`src/rtl/alarma_ctrl.sv`:
```
// Alarm controller: 2-of-3 sensor vote, debounce, latched alarm with acknowledge, square-wave siren.
// Optional entry log (alarm_count, last_cause) is built only when ALARM_LOG_EN is defined.
module alarma_ctrl #(
  parameter int DEB_CYCLES = 4,
  parameter int SIREN_HALF = 8,
  parameter int CNT_W      = 8
) (
  input  logic       clk,
  input  logic       reset,
  input  logic       a,
  input  logic       b,
  input  logic       c,
  input  logic       arm,
  input  logic       ack,
  output logic       alarm_on,
  output logic       siren,
  output logic [1:0] state,
  output logic [7:0] alarm_count,
  output logic [2:0] last_cause
);

  typedef enum logic [1:0] {
    DISARMED = 2'b00,
    ARMED    = 2'b01,
    PENDING  = 2'b10,
    ALARM    = 2'b11
  } state_t;

  localparam logic [CNT_W-1:0] DEB_LAST = CNT_W'(DEB_CYCLES - 1);
  localparam logic [CNT_W-1:0] SIR_LAST = CNT_W'(SIREN_HALF - 1);
  localparam logic [CNT_W-1:0] CNT_ONE  = CNT_W'(1);

  state_t           cur_state;
  state_t           nxt_state;
  logic [CNT_W-1:0] deb_cnt;
  logic [CNT_W-1:0] deb_cnt_nx;
  logic [CNT_W-1:0] sir_cnt;
  logic             trigger;
  logic             enter_alarm;
  logic             stay_alarm;

  // Majority vote: at least two of the three sensors must agree.
  assign trigger     = (a & b) | (a & c) | (b & c);
  assign enter_alarm = (nxt_state == ALARM) && (cur_state != ALARM);
  assign stay_alarm  = (nxt_state == ALARM) && (cur_state == ALARM);

  // NOTE: sequential state uses non-blocking (<=) so every register samples pre-edge values.
  always_ff @(posedge clk or posedge reset) begin
    if (reset) begin
      cur_state <= DISARMED;
      deb_cnt   <= '0;
    end else begin
      cur_state <= nxt_state;
      deb_cnt   <= deb_cnt_nx;
    end
  end

  // NOTE: defaults assigned first so every path drives every output and no latch is inferred.
  always_comb begin
    nxt_state  = cur_state;
    deb_cnt_nx = deb_cnt;
    case (cur_state)
      DISARMED: begin
        deb_cnt_nx = '0;
        if (arm) nxt_state = ARMED;
      end
      ARMED: begin
        deb_cnt_nx = '0;
        if (!arm) begin
          nxt_state = DISARMED;
        end else if (trigger) begin
          if (DEB_CYCLES == 1) begin
            nxt_state = ALARM;
          end else begin
            nxt_state  = PENDING;
            deb_cnt_nx = CNT_ONE;
          end
        end
      end
      PENDING: begin
        if (!arm) begin
          nxt_state  = DISARMED;
          deb_cnt_nx = '0;
        end else if (!trigger) begin
          nxt_state  = ARMED;
          deb_cnt_nx = '0;
        end else if (deb_cnt == DEB_LAST) begin
          nxt_state  = ALARM;
          deb_cnt_nx = '0;
        end else begin
          deb_cnt_nx = deb_cnt + CNT_ONE;
        end
      end
      ALARM: begin
        deb_cnt_nx = '0;
        // Acknowledge only clears once the sensors have gone quiet.
        if (ack && !trigger) nxt_state = arm ? ARMED : DISARMED;
      end
      default: begin
        nxt_state  = DISARMED;
        deb_cnt_nx = '0;
      end
    endcase
  end

  always_ff @(posedge clk or posedge reset) begin
    if (reset) begin
      siren   <= 1'b0;
      sir_cnt <= '0;
    end else if (enter_alarm) begin
      siren   <= 1'b1;
      sir_cnt <= '0;
    end else if (stay_alarm) begin
      if (sir_cnt == SIR_LAST) begin
        siren   <= ~siren;
        sir_cnt <= '0;
      end else begin
        sir_cnt <= sir_cnt + CNT_ONE;
      end
    end else begin
      siren   <= 1'b0;
      sir_cnt <= '0;
    end
  end

`ifdef ALARM_LOG_EN
  logic [7:0] cnt_q;
  logic [2:0] cause_q;

  always_ff @(posedge clk or posedge reset) begin
    if (reset) begin
      cnt_q   <= '0;
      cause_q <= '0;
    end else if (enter_alarm) begin
      if (cnt_q != 8'hFF) cnt_q <= cnt_q + 8'd1;
      cause_q <= {a, b, c};
    end
  end

  assign alarm_count = cnt_q;
  assign last_cause  = cause_q;
`else
  assign alarm_count = 8'd0;
  assign last_cause  = 3'b000;
`endif

  assign state    = cur_state;
  assign alarm_on = (cur_state == ALARM);

endmodule

```
`config.mk`:
```
export PLATFORM = sky130hd
export DESIGN_NAME = alarma_ctrl
export DESIGN_NICKNAME = d
export VERILOG_FILES = /design/src/rtl/alarma_ctrl.sv
export SDC_FILE = /design/constraint.sdc
export NUM_CORES = 1
export LEC_CHECK = 0
export ABC_AREA = 1
export CORE_MARGIN = 1
export CORE_UTILIZATION = 52
export CTS_BUF_LIST = sky130_fd_sc_hd__clkbuf_8
export DETAILED_ROUTE_END_ITERATION = 10
export PLACE_DENSITY_LB_ADDON = 0.3
export SKIP_CTS_REPAIR_TIMING = 1
export SLEW_MARGIN = 10
export SYNTH_ARGS = -nofsm -noshare
export SYNTH_HDL_FRONTEND = slang
export SYNTH_SLANG_ARGS = --single-unit
```
`constraint.sdc`:
```
create_clock -name clk -period 1.6 [get_ports clk]
set_input_delay 0.24 -clock clk [delete_from_list [all_inputs] [get_ports clk]]
set_output_delay 0.24 -clock clk [all_outputs]
set_load 0.05 [all_outputs]
```
# [Word-level counts from Yosys, hierarchy flattened]
# Index checks and enable logic that the tools add are counted.
[classes] add_sub_neg=2 n_eq_ne=8 mux=21 bitwise_logic=6 n_reduce_logical=6
[op_table] cell="$mux 8" n=6
[op_table] cell="$pmux 8 s3" n=1
[op_table] cell="$add 8x1->8 const B" n=2
[op_table] cell="$mux 2" n=7
[op_table] cell="$eq 8x2->1 const B" n=1
[op_table] cell="$eq 8x3->1 const B" n=1
[op_table] cell="$pmux 2 s4" n=1
[op_table] cell="$eq 2x2->1 const B" n=3
[op_table] cell="$mux 1" n=6
[op_table] cell="$and 1x1->1" n=3
[op_table] cell="$logic_and 1x1->1" n=3
[op_table] cell="$ne 3x2->1 const B" n=1
[op_table] cell="$eq 2x1->1 const B" n=1
[op_table] cell="$logic_not 2->1" n=1
[op_table] cell="$ne 2x2->1 const B" n=1
[op_table] cell="$or 1x1->1" n=2
[op_table] cell="$reduce_or 2->1" n=1
[op_table] cell="$logic_not 1->1" n=1
[op_table] cell="$not 1->1" n=1
[word_totals] register_bits=19 input_bits=7 out_inout_bits=15 elab_cells=47

# [Longest topological paths before layout]
# Gate-level depths: netlist of run 1.
[logic_depth] ltp_word=11 ltp_mapped=10 depth_no_buf=10

# [Least setup slack after synthesis of run 1]
# OpenSTA, ideal clock, no wires.
[synth_timing] path_type="register to register" start="register cur_state[1] (netlist: state[1])" end="register siren" setup_time_ps=117 arrival_ps=1425 required_time_ps=1483 slack_ps=58 path_stages_with_launch=9 path_buffers=0 synth_period_minus_slack_ps=1542 cell_sequence="dfrtp_1 > nand2_1 > clkinv_2 > nand2_4 > nand2_1 > nand2_1 > nand2_2 > nand2_1 > nor2_1"
[synth_between] word_cells_on_any_way=19 cone_classes="eq/ne: 6; mux: 10; reduce/logical: 3"
[synth_rtl] element="start: declaration" line="33" source="state_t cur_state;"
[synth_rtl] element="start signal: assignment" line="53" source="cur_state <= nxt_state;"
[synth_rtl] element="$eq 2x2->1 *"
[synth_rtl] element="net alarm_on" line="15" source="output logic alarm_on,"
[synth_rtl] element="$pmux 2 s4 *" line="62" source="case (cur_state)"
[synth_rtl] element="net nxt_state[0]" line="34" source="state_t nxt_state;"
[synth_rtl] element="$eq 2x2->1 *" line="44, 45"
[synth_rtl] element="$logic_and 1x1->1" line="45" source="assign stay_alarm = (nxt_state == ALARM) && (cur_state == ALARM);"
[synth_rtl] element="$mux 1" line="113" source="end else if (stay_alarm) begin"
[synth_rtl] element="$mux 1" line="110" source="end else if (enter_alarm) begin"
[synth_rtl] element="end signal: assignment" line="115" source="siren <= ~siren;"
[synth_rtl] element="end: declaration" line="16" source="output logic siren,"
# The timed path passes the listed nets; every way through them passes the cells marked *.
# A chain may end at the register's enable or synchronous reset.

# [Final worst setup path of run 1]
[layout_timing] start="register sir_cnt[0]" end="register siren"
[layout_between] elab_chain_cells=2
[layout_rtl] element="start: declaration" line="37" source="logic [CNT_W-1:0] sir_cnt;"
[layout_rtl] element="start signal: assignment" line="118" source="sir_cnt <= sir_cnt + CNT_ONE;"
[layout_rtl] element="$eq 8x3->1" line="114" source="if (sir_cnt == SIR_LAST) begin"
[layout_rtl] element="$ne 3x2->1 (no line)"
# No other way between the ends.

==> results of run 1 <==
[power by group through the flow]
stage	Clock (W)	Sequential [W]	Combinational, W
after CTS	0.000338	0.000512	0.000234
final	0.000326	0.000512	0.000233
after global routing	0.000357	0.000514	0.000251
after detailed placement	0	0.000521	0.000233
after global placement	0	0.000521	0.000230
after floorplan	0	0.000552	0.000151
[logic make-up (layout without fill, tap and decap cells)]
logic type	Yosys count	count (layout)	synth area share, %
other cells	1	11	0.353
compound gates	5	5	2.59
fa+ha+maj	2	2	2.36
xor+xnor	5	5	4.12
simple gates	68	68	32.6
flops	19	19	44.8
buf+inv	26	30	13.2
[synthesized netlist by cell type, types with 3 or more instances]
library cell | instances | area (um^2)
nand2_1 | 21 | 78.8
dfrtp_1 | 19 | 475
inv_1 | 14 | 52.6
nor3_1 | 3 | 15.0
nand3_1 | 8 | 40.0
nor3b_1 | 4 | 30.0
xor2_1 | 4 | 35.0
buf_4 | 11 | 82.6
nor2_1 | 19 | 71.3
nor2_2 | 4 | 25.0
[per-stage QoR]
step | total power [W] | hold WS [ps] | cells | cell area, um^2
after global placement | 0.000751 | 449 | 161 | 1170
final | 0.00107 | 297 | 165 | 1220
after floorplan | 0.000704 | 191 | 136 | 1100
after CTS | 0.00108 | 302 | 165 | 1220
after global routing | 0.00112 | 354 | 165 | 1220
after detailed placement | 0.000754 | 472 | 161 | 1170
[layout by cell type, fill, tap and decap left out, types with 4 or more instances in the layout]
cell type,synthesis,layout
inv_1,14,14
nand3_1,8,8
dfrtp_1,19,19
nor2_1,19,19
clkdlybuf4s50_1,0,6
xor2_1,4,4
conb_1,1,11
nand2_1,21,21
nor2_2,4,4
nor3b_1,4,4
[worst paths after layout]
| check | endpoint | depth (start not counted) |
|---|---|---|
| setup / recovery | siren | 8 |
| hold / removal | deb_cnt[4] | 3 |
| setup reg to reg | siren | 8 |
| hold reg to reg | sir_cnt[0] | 1 |
| max in group asynchronous | sir_cnt[3] | 3 |
| min in group clk | sir_cnt[0] | 1 |
[state kept, by name, indices dropped and copies added (netlist names)]
signal / cells
state: 2
siren: 1
deb_cnt: 8
sir_cnt: 8
[per-layer routing]
layer  vias up  global-route usage (%)
met5         -                       0
met4         0                    8.57
met3         4                    2.31
met2        26                    31.1
met1       343                    25.2
li1        401                       -
[critical path, cell delays in order (launching register included)]
cell and delay (ps):
dfrtp_1 380, ha_1 180, nand2_1 100, nor3_1 140
nand4_1 210, nand2_1 120, nand2_1 50, nor2_1 80
nor2_1 50
[area by class of cell]
class                   instances  area, um^2
flip-flops and latches         19         475
clock inverters                 1        5.00
clock buffers                   3        41.3
well taps                      25        31.3
fillers                       146         603
multi-input cells              91         484
inverters                      15        57.6
repair buffers                 11         123
==> flow_metrics.tcl, run 1 <==
set metrics [dict create \
    routed.top_layer "met4" \
    critPathLaunchType "flip-flop" \
    wl_met2_um 802 \
    num_io_pins 22 \
    grt_remaining_overflow 0 \
    htree_levels 1 \
    cts_buffers 3 \
    core_mm2 0.00182 \
    synthToLayoutAreaGrowth_pct 14.6 \
    swShare_pct 31.4 \
    grt_pass1_wl_um 2940 \
    seq_area_frac_synth_pct 44.8 \
    utilization_pct 66.9 \
    die-area_mm2 0.00223 \
    die_w_um 47.2 \
    drv_cap 0 \
    cts-root-buf "clkbuf_8" \
    async_reset_ff_share_pct 100 \
    switching_power_w 0.000337 \
    wl_met3_um 53 \
    startpoint "sir_cnt[0]" \
    drt_iter0_drc 12 \
    synth_edf_count 0 \
    r2r_start "sir_cnt[0]" \
    clkTransAtPathRegs_ps 70 \
    combPwrFrac_pct 21.7 \
    antenna_found_initial 0 \
    crit_fanout 4 \
    synthDistinctLibCells 24 \
    met1_length_um 821 \
    seqPwrFrac_pct 47.8 \
    setup_tns_ps 0 \
    p_leak_nw 0.585 \
    synthFlopType "dfrtp_1" \
    synth_cells 126 \
    setup_violations 0 \
    power_frac_clock_pct 30.4 \
    critPathKind "flip-flop to flip-flop" \
    postRouteAntennaNets 0 \
    vias_per_cell 4.69 \
    wire_per_inst_um 10.3 \
    hold_viol_final 0 \
    hold_path_class "input pin to asynchronous set/reset pin" \
    cp-end-kind "flip-flop" \
    clockBufferDepth 2 \
    clock-sinks 19 \
    nets 150 \
    fmax_mhz 711 \
    grt_max_degree 20 \
    grt_pass1_vias 699 \
    start_util_pct 58.4 \
    gp_congestion 0.826 \
    rsz0062_at_grt "no" \
    status "finished clean" \
    final.setup_skew_ps 1.22 \
    drive_above_1_share_pct 15.0 \
    wirelength_um 1700 \
    route.detailed.drc 0 \
    io_buffers 10 \
    cts_tree "yes" \
    synth_seq_cells 19 \
    cp.arrival_ps 1550 \
    clk-insertion-delay-late_ps 250 \
    setup_slack_ps 193 \
    synth_warnings 0 \
    rows 15 \
    fin_crit_ps 1410 \
    worstPathRequired_ps 1750 \
    vias 774 \
    r2r_setup_slack_ps 190 \
    p_per_area_mw_per_mm2 880 \
    dp_hpwl_um 1320 \
    dp_worst_setup_slack_ps 28.7 \
    dr.pass1.iters 4 \
    fp.dieH_um 47.2 \
    worst_ir_drop_vdd_mv 0.619 \
    synth_area_mm2 0.00106 \
    antenna_cells 0 \
    slew_viol_final 0 \
    syn_area_per_cell_um2 8.43 \
    intPower_w 0.000735 \
    track_usage_pct 19.0 \
    timing.final.crit_share_pct 88.0 \
]
No activity file was read; power rests on OpenSTA's default activity.
==> run 2, diff against run 1 <==
==> constraint.sdc (replaced) <==
create_clock -name clk -period 1.6 [get_ports clk]
set_input_delay 0.32 -clock clk [delete_from_list [all_inputs] [get_ports clk]]
set_output_delay 0.32 -clock clk [all_outputs]
set_load 0.05 [all_outputs]
==> flow_metrics.tcl, run 2 (synthesized netlist as in run 1, its figures left out) <==
set metrics [dict create \
    slowest_stage "dfrtp_1" \
    final.setup_skew_ps 3.81 \
    layout.area.seq_um2 475 \
    htree_levels 1 \
    antenna_cells 0 \
    route.detailed.drc 0 \
    dr.pass1.iters 4 \
    intPower_w 0.000750 \
    r2r-end "siren" \
    multi_input_area_um2 484 \
    critPathKind "flip-flop to output pin" \
    setup_violations 0 \
    setup_tns_ps 0 \
    crit_chain "nand2_1 -> clkinv_2 -> buf_12" \
    gp_congestion 0.806 \
    clockBufferDepth 2 \
    p_per_area_mw_per_mm2 871 \
    cts-root-buf "clkbuf_8" \
    layout_common_cells "nand2_1 (21), nor2_1 (19), dfrtp_1 (19)" \
    slew_viol_final 0 \
    critPathLaunchType "flip-flop" \
    synthToLayoutAreaGrowth_pct 17.6 \
    hold_viol_final 0 \
    worstPathRequired_ps 1280 \
    antenna_found_initial 0 \
    r2r_start "sir_cnt[0]" \
    drive_above_1_share_pct 14.9 \
    grt_pass1_wl_um 2890 \
    worst-path-buf-inv 2 \
    fin_crit_ps 1470 \
    io_buffers 10 \
    hold_path_class "input pin to asynchronous set/reset pin" \
    final_design_area_no_fill_mm2 0.00125 \
    seqPwrFrac_pct 47.5 \
    max_stage_delay_ps 460 \
    wirelength_um 1680 \
    nets 151 \
    cts_tree "yes" \
    dp_hpwl_um 1350 \
    combPwrFrac_pct 23.0 \
    fp.dieH_um 47.2 \
    start_util_pct 58.4 \
    switching_power_w 0.000338 \
    cts_buffers 3 \
    wire_per_inst_um 10.1 \
    clk-insertion-delay-late_ps 250 \
    drv_cap 0 \
    vias 797 \
    cp.arrival_ps 1150 \
    clock-sinks 19 \
    drt_iter0_drc 9 \
    r2r_setup_slack_ps 170 \
    fmax_mhz 679 \
    timing.final.crit_share_pct 92.0 \
    crit_family "flip-flops" \
    crit_fanout 4 \
    grt_max_degree 20 \
    vias_per_cell 4.80 \
    status "finished clean" \
    place_area_mm2 0.00120 \
    final_common_cell "nand2_1" \
    track_usage_pct 19.0 \
    p_leak_nw 0.598 \
    fill_cells 148 \
    cp-end-kind "output pin" \
    num_io_pins 22 \
    die_w_um 47.2 \
    grt_remaining_overflow 0 \
    rows 15 \
    rsz0062_at_grt "no" \
    postRouteAntennaNets 0 \
    core_mm2 0.00182 \
    power_frac_clock_pct 29.6 \
    swShare_pct 31.1 \
    grt_pass1_vias 709 \
    worst_ir_drop_vdd_mv 0.616 \
    die-area_mm2 0.00223 \
    rr_worst_depth 8 \
    clkTransAtPathRegs_ps 70 \
]
run 2: changes by cell type in the layout (fill, tap and decap cells not counted):
| cell | delta |
|---|---|
| buf_12 | +2 |
| buf_4 | -1 |
| clkinv_2 | -1 |
| inv_1 | +1 |
run 2: cell type report:
cell class	count	share of cell area, %
flip-flops and latches	19	38.1
inverters	15	4.61
clock inverters	1	0.301
well taps	25	2.51
repair buffers	12	12.4
multi-input cells	91	38.8
clock buffers	3	3.31
run 2: how the worst max path moves through the flow:
stage / end / slack (ps) / startpoint / cells after the start
final: alarm_on / 130 / state[1] / 3
after global routing: siren / 10 / sir_cnt[0] / 8
after CTS: alarm_on / 120 / state[1] / 3
after detailed placement: deb_cnt[4] / -9 / c / 7
after global placement: deb_cnt[4] / 30 / c / 7
after floorplan: siren / 60 / state[1] / 8
run 2: routing by layer:
layer	vias up	global-route usage (%)	wire (um)
met5	-	0	0
li1	403	-	-
met3	4	3.46	69
met2	24	29.7	799
met4	0	6.86	15
met1	366	26.3	800
run 2: per-stage QoR:
step | std cells | total power, W | setup WS [ps] | hold WS [ps] | utilization (%)
2_1_floorplan | 136 | 0.000704 | 58.1 | 271 | -
3_3_place_gp | 162 | 0.000774 | 34.7 | 453 | 66.1
3_5_place_dp | 162 | 0.000776 | -9.43 | 459 | 66.1
4_1_cts | 166 | 0.00109 | 120 | 407 | 68.6
5_1_grt | 166 | 0.00114 | 9.62 | 416 | 68.6
6_report | 166 | 0.00109 | 127 | 396 | 68.6
run 2: tightest hold or removal path, cell delays in order:
cell and delay [ps]:
clkdlybuf4s50_1 400, inv_1 50, buf_4 250
run 2: power by group through the flow:
stage          registers (W)  logic, W  clock network, W
2_1_floorplan       0.000552  0.000151                 0
3_3_place_gp        0.000525  0.000249                 0
3_5_place_dp        0.000525  0.000251                 0
4_1_cts             0.000516  0.000251          0.000324
5_1_grt             0.000518  0.000268          0.000353
6_report            0.000516  0.000250          0.000322
